<file path="config.mk">
export PLATFORM = sky130hd
export DESIGN_NAME = systolic_array_controller
export DESIGN_NICKNAME = d
export VERILOG_FILES = /design/src/rtl/backprop_pkg.sv /design/src/rtl/onehot_lane_counter.sv /design/src/rtl/systolic_array_controller.sv
export SDC_FILE = /design/constraint.sdc
export NUM_CORES = 1
export LEC_CHECK = 0
export CAP_MARGIN = 20
export CORE_UTILIZATION = 25
export CTS_CLUSTER_SIZE = 30
export DETAILED_ROUTE_END_ITERATION = 10
export PLACE_DENSITY = 0.45
export REMOVE_ABC_BUFFERS = 1
export SLEW_MARGIN = 20
export SYNTH_ARGS = -nofsm -noshare
export SYNTH_HDL_FRONTEND = slang
export SYNTH_SLANG_ARGS = --single-unit
</file>
<file path="constraint.sdc">
create_clock -name clk -period 8.25 [get_ports clk]
set_clock_uncertainty 0.15 [all_clocks]
set_input_delay 1.65 -clock clk [delete_from_list [all_inputs] [get_ports clk]]
set_output_delay 1.65 -clock clk [all_outputs]
set_load 0.01 [all_outputs]
</file>
<file path="src/rtl/backprop_pkg.sv">
// Shared types and helpers for the backprop-stack systolic array sequencer.
package backprop_pkg;

  typedef enum logic [2:0] {
    IDLE,
    LOAD,
    STREAM,
    DRAIN,
    DONE
  } state_t;

  localparam int LAYER_SIZE_W = 8;
  localparam int MAX_LANES    = 32;

  // Bit i is set when lane i of the tile starting at neuron 'base' holds a real neuron.
  function automatic logic [MAX_LANES-1:0] lane_mask(input logic [31:0] base,
                                                     input logic [31:0] n);
    logic [MAX_LANES-1:0] m;
    m = '0;
    for (int i = 0; i < MAX_LANES; i++) begin
      m[i] = (base + 32'(i)) < n;
    end
    return m;
  endfunction

endpackage

</file>
<file path="src/rtl/onehot_lane_counter.sv">
// Mod-size lane counter producing a registered one-hot lane select.
module onehot_lane_counter #(
  parameter int size = 3
) (
  input  logic            clk,
  input  logic            reset_n,
  input  logic            hold,
  input  logic            clear,
  input  logic            en,
  output logic [size-1:0] one_hot
);

  localparam logic [size-1:0] LANE0 = size'(1);

  logic [size-1:0] lane_q, lane_d;
  logic [size-1:0] oh_q, oh_d;

  // lane_q is the lane the next enabled cycle will select.
  always_comb begin
    lane_d = lane_q;
    oh_d   = oh_q;
    if (!hold) begin
      if (clear) begin
        lane_d = LANE0;
        oh_d   = '0;
      end else if (en) begin
        oh_d   = lane_q;
        lane_d = (lane_q << 1) | (lane_q >> (size - 1));
      end else begin
        oh_d = '0;
      end
    end
  end

  always_ff @(posedge clk or negedge reset_n) begin
    if (!reset_n) begin
      lane_q <= LANE0;
      oh_q   <= '0;
    end else begin
      lane_q <= lane_d;
      oh_q   <= oh_d;
    end
  end

  assign one_hot = oh_q;

endmodule

</file>
<file path="src/rtl/systolic_array_controller.sv">
// Walks layers top-down, tiling neurons across the array lanes; streams the
// fan-out index per tile and drains the pipeline. All outputs are registered.
module systolic_array_controller
  import backprop_pkg::*;
#(
  parameter int data_size      = 16,
  parameter int max_layer_size = 5,
  parameter int size           = 3
) (
  input  logic                                   clk,
  input  logic                                   reset_n,
  input  logic                                   start,
  input  logic                                   hold,
  input  logic [7:0]                             num_layers,
  input  logic [LAYER_SIZE_W*max_layer_size-1:0] layer_sizes,
  output logic                                   reset_counter_in,
  output logic [31:0]                            address,
  output logic [31:0]                            current_layer,
  output logic [size-1:0]                        one_address,
  output logic [size-1:0]                        output_replace_pattern,
  output logic                                   busy,
  output logic                                   done
);

  localparam int          TBL_W     = LAYER_SIZE_W * max_layer_size;
  localparam logic [31:0] SIZE32    = 32'(size);
  localparam logic [31:0] LAST_LANE = 32'(size - 1);

  if (size < 1 || size > MAX_LANES || data_size < 1 || max_layer_size < 2) begin : g_bad_params
    $error("systolic_array_controller: unsupported parameter set");
  end

  // Neuron count of a layer; zero entries and indices past the table read as 1.
  function automatic logic [31:0] n_at(input logic [31:0] idx, input logic [TBL_W-1:0] tbl);
    logic [31:0] n;
    n = 32'd1;
    for (int i = 0; i < max_layer_size; i++) begin
      if (idx == 32'(i) && tbl[LAYER_SIZE_W*i +: LAYER_SIZE_W] != '0) begin
        n = 32'(tbl[LAYER_SIZE_W*i +: LAYER_SIZE_W]);
      end
    end
    return n;
  endfunction

  state_t            state_q, state_d;
  logic [TBL_W-1:0]  sizes_q, sizes_d;
  logic [31:0]       layer_q, layer_d;
  logic [31:0]       base_q, base_d;
  logic [31:0]       addr_q, addr_d;
  logic [31:0]       drain_q, drain_d;
  logic              rci_q, rci_d;
  logic [size-1:0]   mask_q, mask_d;
  logic              busy_q, busy_d;
  logic              done_q, done_d;

  logic [31:0]       n_cur, k_cur, nl_eff;
  logic [size-1:0]   tile_mask;

  assign n_cur     = n_at(layer_q, sizes_q);
  assign k_cur     = n_at(layer_q + 32'd1, sizes_q);
  assign nl_eff    = (32'(num_layers) > 32'(max_layer_size)) ? 32'(max_layer_size)
                                                             : 32'(num_layers);
  assign tile_mask = size'(lane_mask(base_q, n_cur));

  always_comb begin
    state_d = state_q;
    sizes_d = sizes_q;
    layer_d = layer_q;
    base_d  = base_q;
    addr_d  = addr_q;
    drain_d = drain_q;
    rci_d   = rci_q;
    mask_d  = mask_q;
    busy_d  = busy_q;
    done_d  = done_q;
    if (!hold) begin
      rci_d  = 1'b0;
      done_d = 1'b0;
      mask_d = '0;
      unique case (state_q)
        IDLE: begin
          if (start) begin
            sizes_d = layer_sizes;
            if (num_layers >= 8'd2) begin
              state_d = LOAD;
              layer_d = nl_eff - 32'd2;
              base_d  = '0;
              addr_d  = '0;
              rci_d   = 1'b1;
            end else begin
              state_d = DONE;
              done_d  = 1'b1;
            end
          end
        end
        LOAD: begin
          state_d = STREAM;
        end
        STREAM: begin
          if (addr_q == k_cur - 32'd1) begin
            state_d = DRAIN;
            drain_d = '0;
            if (LAST_LANE == 32'd0) mask_d = tile_mask;
          end else begin
            addr_d = addr_q + 32'd1;
          end
        end
        DRAIN: begin
          if (drain_q == LAST_LANE) begin
            if (base_q + SIZE32 < n_cur) begin
              state_d = LOAD;
              base_d  = base_q + SIZE32;
              addr_d  = '0;
              rci_d   = 1'b1;
            end else if (layer_q != 32'd0) begin
              state_d = LOAD;
              layer_d = layer_q - 32'd1;
              base_d  = '0;
              addr_d  = '0;
              rci_d   = 1'b1;
            end else begin
              state_d = DONE;
              done_d  = 1'b1;
            end
          end else begin
            drain_d = drain_q + 32'd1;
            if (drain_q + 32'd1 == LAST_LANE) mask_d = tile_mask;
          end
        end
        DONE: begin
          state_d = IDLE;
        end
        default: begin
          state_d = IDLE;
        end
      endcase
      busy_d = (state_d != IDLE);
    end
  end

  always_ff @(posedge clk or negedge reset_n) begin
    if (!reset_n) begin
      state_q <= IDLE;
      sizes_q <= '0;
      layer_q <= '0;
      base_q  <= '0;
      addr_q  <= '0;
      drain_q <= '0;
      rci_q   <= 1'b0;
      mask_q  <= '0;
      busy_q  <= 1'b0;
      done_q  <= 1'b0;
    end else begin
      state_q <= state_d;
      sizes_q <= sizes_d;
      layer_q <= layer_d;
      base_q  <= base_d;
      addr_q  <= addr_d;
      drain_q <= drain_d;
      rci_q   <= rci_d;
      mask_q  <= mask_d;
      busy_q  <= busy_d;
      done_q  <= done_d;
    end
  end

  onehot_lane_counter #(.size(size)) u_lane (
    .clk     (clk),
    .reset_n (reset_n),
    .hold    (hold),
    .clear   (state_d != STREAM),
    .en      (state_d == STREAM),
    .one_hot (one_address)
  );

  assign reset_counter_in       = rci_q;
  assign address                = addr_q;
  assign current_layer          = layer_q;
  assign output_replace_pattern = mask_q;
  assign busy                   = busy_q;
  assign done                   = done_q;

endmodule
</file>
==> run summary <==
Synth warnings -> 0
Largest family of logic cells by synthesized area -> simple AND/OR/NAND/NOR gates
Critical path startpoint -> current_layer[16]
Number of synthesized register bits -> 181
Cell with the most instances after synthesis -> dfrtp_1
Max_slew headroom -> 17.3%
Slew @ Worst Pin -> 1.23 ns
Crit end category -> flop
Endpoints failing setup -> 0
Fin. Hold Viols -> 0
Antenna Nets Post-Route -> 0
Post-synth top area share -> 32.2%
Num CTS Buffers -> 17
Top cells by area, synth -> dfrtp_1, nand2_1, nor2_1, a21oi_1, ha_1
Design Power -> 3.98 mW
Pleak -> 6.77 nW
Worst reg2reg endpoint -> address[3]
Startpoint types -> flop
Final #Nets -> 1880
DRC viols -> 0
Standard-cell rows -> 86
RD Place Congestion -> 0.940
Area of the die -> 0.0568 sq mm
Vias per inst -> 5.30
Vias in the first global route -> 12900
Share of cells above drive strength 1 -> 7.91%
Fin crit share -> 85.6%
Multiplexer share of the synthesized area -> 7.58%
Setup Buffers After CTS -> 0
Clk sinks -> 181
Largest net degree at the start of global routing -> 71
Hold_buf cts -> 0
N_diodes -> 0
Num ports -> 125
FF-to-FF path depth -> 26
First-pass GRT wire length -> 77.8 mm
IO Port Bufs -> 124
Clock power frac -> 22.5%
Clk root buf -> clkbuf_16
Initial antenna violation count -> 0
Simple-gate share of the synthesized area -> 29.2%
Syn Area/Cell -> 8.04 sq um
Worst reg2reg path startpoint -> current_layer[16]
Internal power -> 2.23 mW
Peak supply drop -> 219 uV
CTS tree -> done
Initial Util -> 25.3%
R2r setup slk -> 1.19 ns
Critical path capture point -> address[3]
DR pass1 iterations -> 5
Crit Path Class -> flop to flop
Cells after DPL -> 2510
GR Util All Layers -> 17.7%
Synth unique cells -> 85
Crit path max fanout -> 35
Yosys top cell by area -> dfrtp_1
Status -> completed
Setup TNS -> 0 ns
Post-Route WL -> 49.7 mm
Critical path arrival -> 7.30 ns
Post-Layout Cell Count -> 2543
Synth Cell Area -> 0.0140 sq mm
Unrepaired setup endpoints after global routing -> false
Register area share after synthesis -> 32.4%
Pins Over Slew Limit -> 0
Die width -> 238 um
Max-cap viol count -> 0
Sequential power share -> 36.6%
PD cells -> 241 mW/mm^2
CTS Buffer Depth -> 2
Post-synth EDFFs -> 0
Vert. Die Dim -> 238 um
Most frequent cells after synthesis -> dfrtp_1, nand2_1, nor2_1
Initial DRC count -> 1095
Clk slew on worst S/H paths -> 0.08 ns
GR Overflow Total -> 0
P&R area growth vs syn -> 18.2%
WL/cell -> 19.5 um
Tmin final -> 7.06 ns
Worst Path Required -> 8.49 ns
Switching Share -> 43.9%
Switch Pwr -> 1.75 mW
Worst skew pair latency -> 0.50 ns
Xor-xnor portion of the synthesized cell area -> 3.95%
Worst hold path type -> flop to flop
Max Freq -> 142 MHz
Post-cts sizing count -> 0
Adder-cell share of the synthesized area -> 4.12%
# H-tree levels -> 4
Synth Area in Compound Gates -> 18.0%
Comb power frac -> 40.8%
Via Count -> 13500
Primary FF master, synth -> dfrtp_1
Core Box Area -> 0.0552 sq mm
Cells after Synth -> 1738
Async S/R FF share, synth -> 100%
Final core utilization -> 29.9%
HPWL after DPL -> 36.2 mm
==> layout by cell type (no fill, tap or decap), drive strengths merged, types with 7 or more instances in the layout <==
cell and n:
dfrtp 180, nand2 171, nor2 160, clkdlybuf4s50 123, a21oi 118, o21ai 88, nand3 83, nand4 63
nor3 63, mux2i 53, mux2 47, inv 47, ha 46, and2 45, and3 42, nor4 40
nand2b 36, xnor2 35, xor2 28, or3 25, a31oi 24, buf 24, clkbuf 20, o31ai 17
and4 16, or4 15, a21o 15, a22o 15, or2 14, o22ai 9, nor2b 8, a211oi 8
o22a 8, a32oi 7, clkinv 7
==> metal layers <==
metal	GRT usage [%]	share of wire, %	vias up
met5	0	0	-
met3	2.85	4.3	53
met2	27.7	45	355
li1	-	-	6449
met4	5.79	2.1	0
met1	24.6	48	6624
==> stage by stage <==
stage               worst slack (ns)  hold slack, ns  instance area (sq um)
CTS                             1.14           0.314                  16500
global placement                1.28           0.298                  15900
detailed placement              1.17           0.301                  15900
floorplan                      0.666           0.284                  13500
finish                          1.19           0.313                  16500
global route                   0.652           0.340                  16500
==> cell families (layout without fill, tap and decap cells) <==
kind of cell               count (synthesis)  after routing
adders and majority gates                 46             46
xor gates and xnor gates                  63             63
AOI/OAI and AO/OA                        386            386
buffers and inverters                    167            224
muxes                                    100            100
and+or+nand+nor                          795            795
DFF                                      181            181
==> power groups by stage <==
stage | logic (mW) | registers, mW | clock network (mW)
3_3_place_gp | 1.61 | 1.47 | 0
2_1_floorplan | 1.01 | 1.33 | 0
6_report | 1.63 | 1.46 | 0.898
4_1_cts | 1.63 | 1.45 | 0.932
3_5_place_dp | 1.62 | 1.47 | 0
5_1_grt | 1.79 | 1.49 | 0.964
==> state kept, by name (all words and copies together) (netlist names) <==
register and flops:
u_lane.one_hot 2, address 32, drain_q 32, u_lane.lane_q 2
base_q 32, state_q 3, busy 1, done 1
current_layer 32, sizes_q 40, output_replace_pattern 3, reset_counter_in 1
==> worst max-delay path, stage by stage (launching register included) <==
cell and delay, ns:
dfrtp_1 0.52, or4_1 0.63, or3_1 0.37, or3_1 0.53, nor4_2 0.27, buf_4 0.23
nor2_1 0.06, a21oi_1 0.11, nor2_1 0.05, a21oi_1 0.12, a21oi_1 0.09, a21oi_1 0.34
ha_1 0.32, a21oi_1 0.15, nor2b_1 0.06, o21ai_0 0.15, nand4_1 0.11, or3_1 0.35
nor4_1 0.19, o311a_1 0.42, o311a_1 0.43, buf_4 0.24, o21ai_1 0.09, a41oi_2 0.18
buf_4 0.38, a211oi_1 0.13, a31o_2 0.24
==> final cells by class <==
type,count,area (sq um)
multi-input cells,1390,8820
flip-flops and latches,181,4530
fillers,5877,38700
clock buffers,19,453
inverters,44,165
clock inverters,13,169
repair buffers,148,1450
well taps,748,936
==> worst min path at each step <==
stage,startpoint,endpoint,cells after the start
CTS,u_lane.lane_q[0],u_lane.lane_q[0],2
global route,u_lane.lane_q[0],u_lane.lane_q[0],2
global placement,u_lane.lane_q[0],u_lane.lane_q[0],2
finish,u_lane.lane_q[0],u_lane.lane_q[0],2
detailed placement,u_lane.lane_q[0],u_lane.lane_q[0],2
floorplan,u_lane.lane_q[0],u_lane.lane_q[0],2
Note: power is estimated with default switching activity, not from simulation.
==> RTL edit, RTL diff (config.mk and constraints unchanged) <==
Reset style: synchronous (`reset_n`), changed in 2 clocked blocks.
--- a/src/rtl/onehot_lane_counter.sv
+++ b/src/rtl/onehot_lane_counter.sv
@@ -33,5 +33,5 @@
   end
 
-  always_ff @(posedge clk or negedge reset_n) begin
+  always_ff @(posedge clk) begin
     if (!reset_n) begin
       lane_q <= LANE0;
--- a/src/rtl/systolic_array_controller.sv
+++ b/src/rtl/systolic_array_controller.sv
@@ -139,5 +139,5 @@
   end
 
-  always_ff @(posedge clk or negedge reset_n) begin
+  always_ff @(posedge clk) begin
     if (!reset_n) begin
       state_q <= IDLE;
Formal check against the unedited RTL: differs if reset_n is asserted again (counterexample within 4 cycles, from zero or initial values and one cycle with reset_n low); with reset_n held inactive, the same outputs for 4 cycles.
==> RTL edit against the unedited design <==
Global-route usage grew 0.11 points; utilization shrank 0.26 points; sequential cell count is the same; die area shrank 5.8%; final area shrank 7.3%; routed wire length shrank 4.9%; first-iteration DRC count grew 2.6%; setup slack lost 23 ps; synthesized area shrank 5.9%; critical endpoint is now drain_q[21]$_SDFFE_PN0P_.
Power is not compared: it rests on default switching activity, and its combinational part moved more than twofold at a synthesized area within 25%.
==> RTL edit: results (changes against the unedited design) <==
- Vias in the first global route: 13.09k (+1.7%)
- Worst path max stage delay: 940 ps (+310 ps)
- Starting DRT DRC Count: 1123 (+2.6%)
- Root buf cell: clkbuf_16
- R2r setup slk: 1170 ps (-20 ps)
- # diodes: 0 (unchanged)
- Pin count of the biggest net entering global routing: 63 (-11%)
- Share of cells above drive strength 1: 4.887% (-3.0 points)
- Drt via density: 5.402 (+1.9%)
- RR Startpoint: current_layer[0]$_SDFFE_PN0P_
- Routed WL: 47270 µm (-4.9%)
- Sequential area share after synthesis: 27.55% (-4.9 points)
- Reg2reg end: drain_q[21]$_SDFFE_PN0P_
- Clock slew seen by the registers of the worst setup and hold paths: 80 ps (about the same)
- Synth Instances: 1834 (+5.5%)
- Reg2Reg Depth: 18 (-31%)
- Crit Path Max Fanout: 32 (-8.6%)
- Unique masters post-synth: 90 (+5.9%)
- CP arrival: 7270 ps (-30 ps)
- Most frequent cells after synthesis: 249 x nand2_1, 181 x dfxtp_1, 161 x nor2_1
- Most area-consuming cells after synthesis: dfxtp_1 28%, nand2_1 7.1%, a21oi_1 6.0%
- Worst-margin pin slew: 1043 ps (-186.2 ps)
- Nets@finish: 1947 (+3.6%)
- Hold Path Sink: done$_SDFFE_PN0N_
- DP Wirelength: 34660 µm (-4.4%)
- CTS Buffer Depth: 2 (unchanged)
- First-pass GRT wire length: 75200 µm (-3.4%)
- Hold Crit Start: done$_SDFFE_PN0N_
- WHS: 307.2 ps (-5.340 ps)
- Fillers: 5628 (-4.2%)
- GPL Wtd Cong: 0.8976 (-4.5%)
- Number of buffers created by CTS: 17 (unchanged)
- Slowest CP cell: nor4_1
- Asr flop ratio synth: 0% (-100 points)
- Global Route Usage Sum: 17.78% (+0.11 points)
- Status: complete, no violations
- DR WL/cell: 18.59 µm (-4.9%)
- First-pass iteration count of the detailed router: 5 (unchanged)
[RTL edit: layer usage]
layer  vias to the layer above  GRT usage [%]  share of wire (%)  routed length, µm
li1                       6762              -                  -                  -
met1                      6604          23.15                 46              21940
met2                       308          28.92                 47              22000
met3                        57          4.085                5.1               2396
met4                         0          5.422                2.0                926
met5                         -              0                  0                  0
[RTL edit: logic make-up (layout without fill, tap and decap cells)]
family	after synthesis	after routing	share of synthesized area, %
DFF	181	181	27.55
and+or+nand+nor	843	843	32.25
muxes	28	28	2.131
adders and majority gates	46	46	4.376
AOI/OAI and AO/OA	477	477	23.19
xor gates and xnor gates	67	67	4.462
buffers and inverters	192	220	6.041
[RTL edit: through the flow]
step	setup slack [ps]	cell area (µm²)
floorplan	2175	12540
global placement	1140	14760
detailed placement	1259	14760
CTS	1227	15320
global route	649.4	15320
finish	1169	15320
[RTL edit: worst max-delay path by stage]
stage,start,endpoint,slack [ps],cells after the start
after floorplan,current_layer[23]$_SDFFE_PN0P_,address[10]$_SDFFE_PN0P_,2170,19
after global placement,current_layer[0]$_SDFFE_PN0P_,drain_q[21]$_SDFFE_PN0P_,1140,17
after detailed placement,current_layer[0]$_SDFFE_PN0P_,drain_q[21]$_SDFFE_PN0P_,1260,18
after CTS,current_layer[0]$_SDFFE_PN0P_,drain_q[21]$_SDFFE_PN0P_,1230,18
after global routing,current_layer[0]$_SDFFE_PN0P_,drain_q[2]$_SDFFE_PN0P_,650,17
final,current_layer[0]$_SDFFE_PN0P_,drain_q[21]$_SDFFE_PN0P_,1170,18
[RTL edit: final cells by class]
cell class,count,area share (%)
clock buffer,18,2.802
inverter,48,1.176
multi-input combinational,1461,57.10
timing repair buffer,140,8.856
clock inverter,14,0.8578
sequential,181,23.66
tap,680,5.555
[RTL edit: power groups by stage]
stage	clock [mW]	combinational (mW)	sequential, mW
floorplan	0	0.222	0.935
global placement	0	0.359	0.946
detailed placement	0	0.361	0.946
CTS	0.853	0.363	0.926
global route	0.887	0.399	0.930
finish	0.825	0.361	0.927
[RTL edit: tightest hold or removal path, delay by kind of cell, from the launching register on]
family,cells,cell delay [ps]
flip-flops,1,320
buffers and inverters,1,50
AO/OA/AOI/OAI,1,50
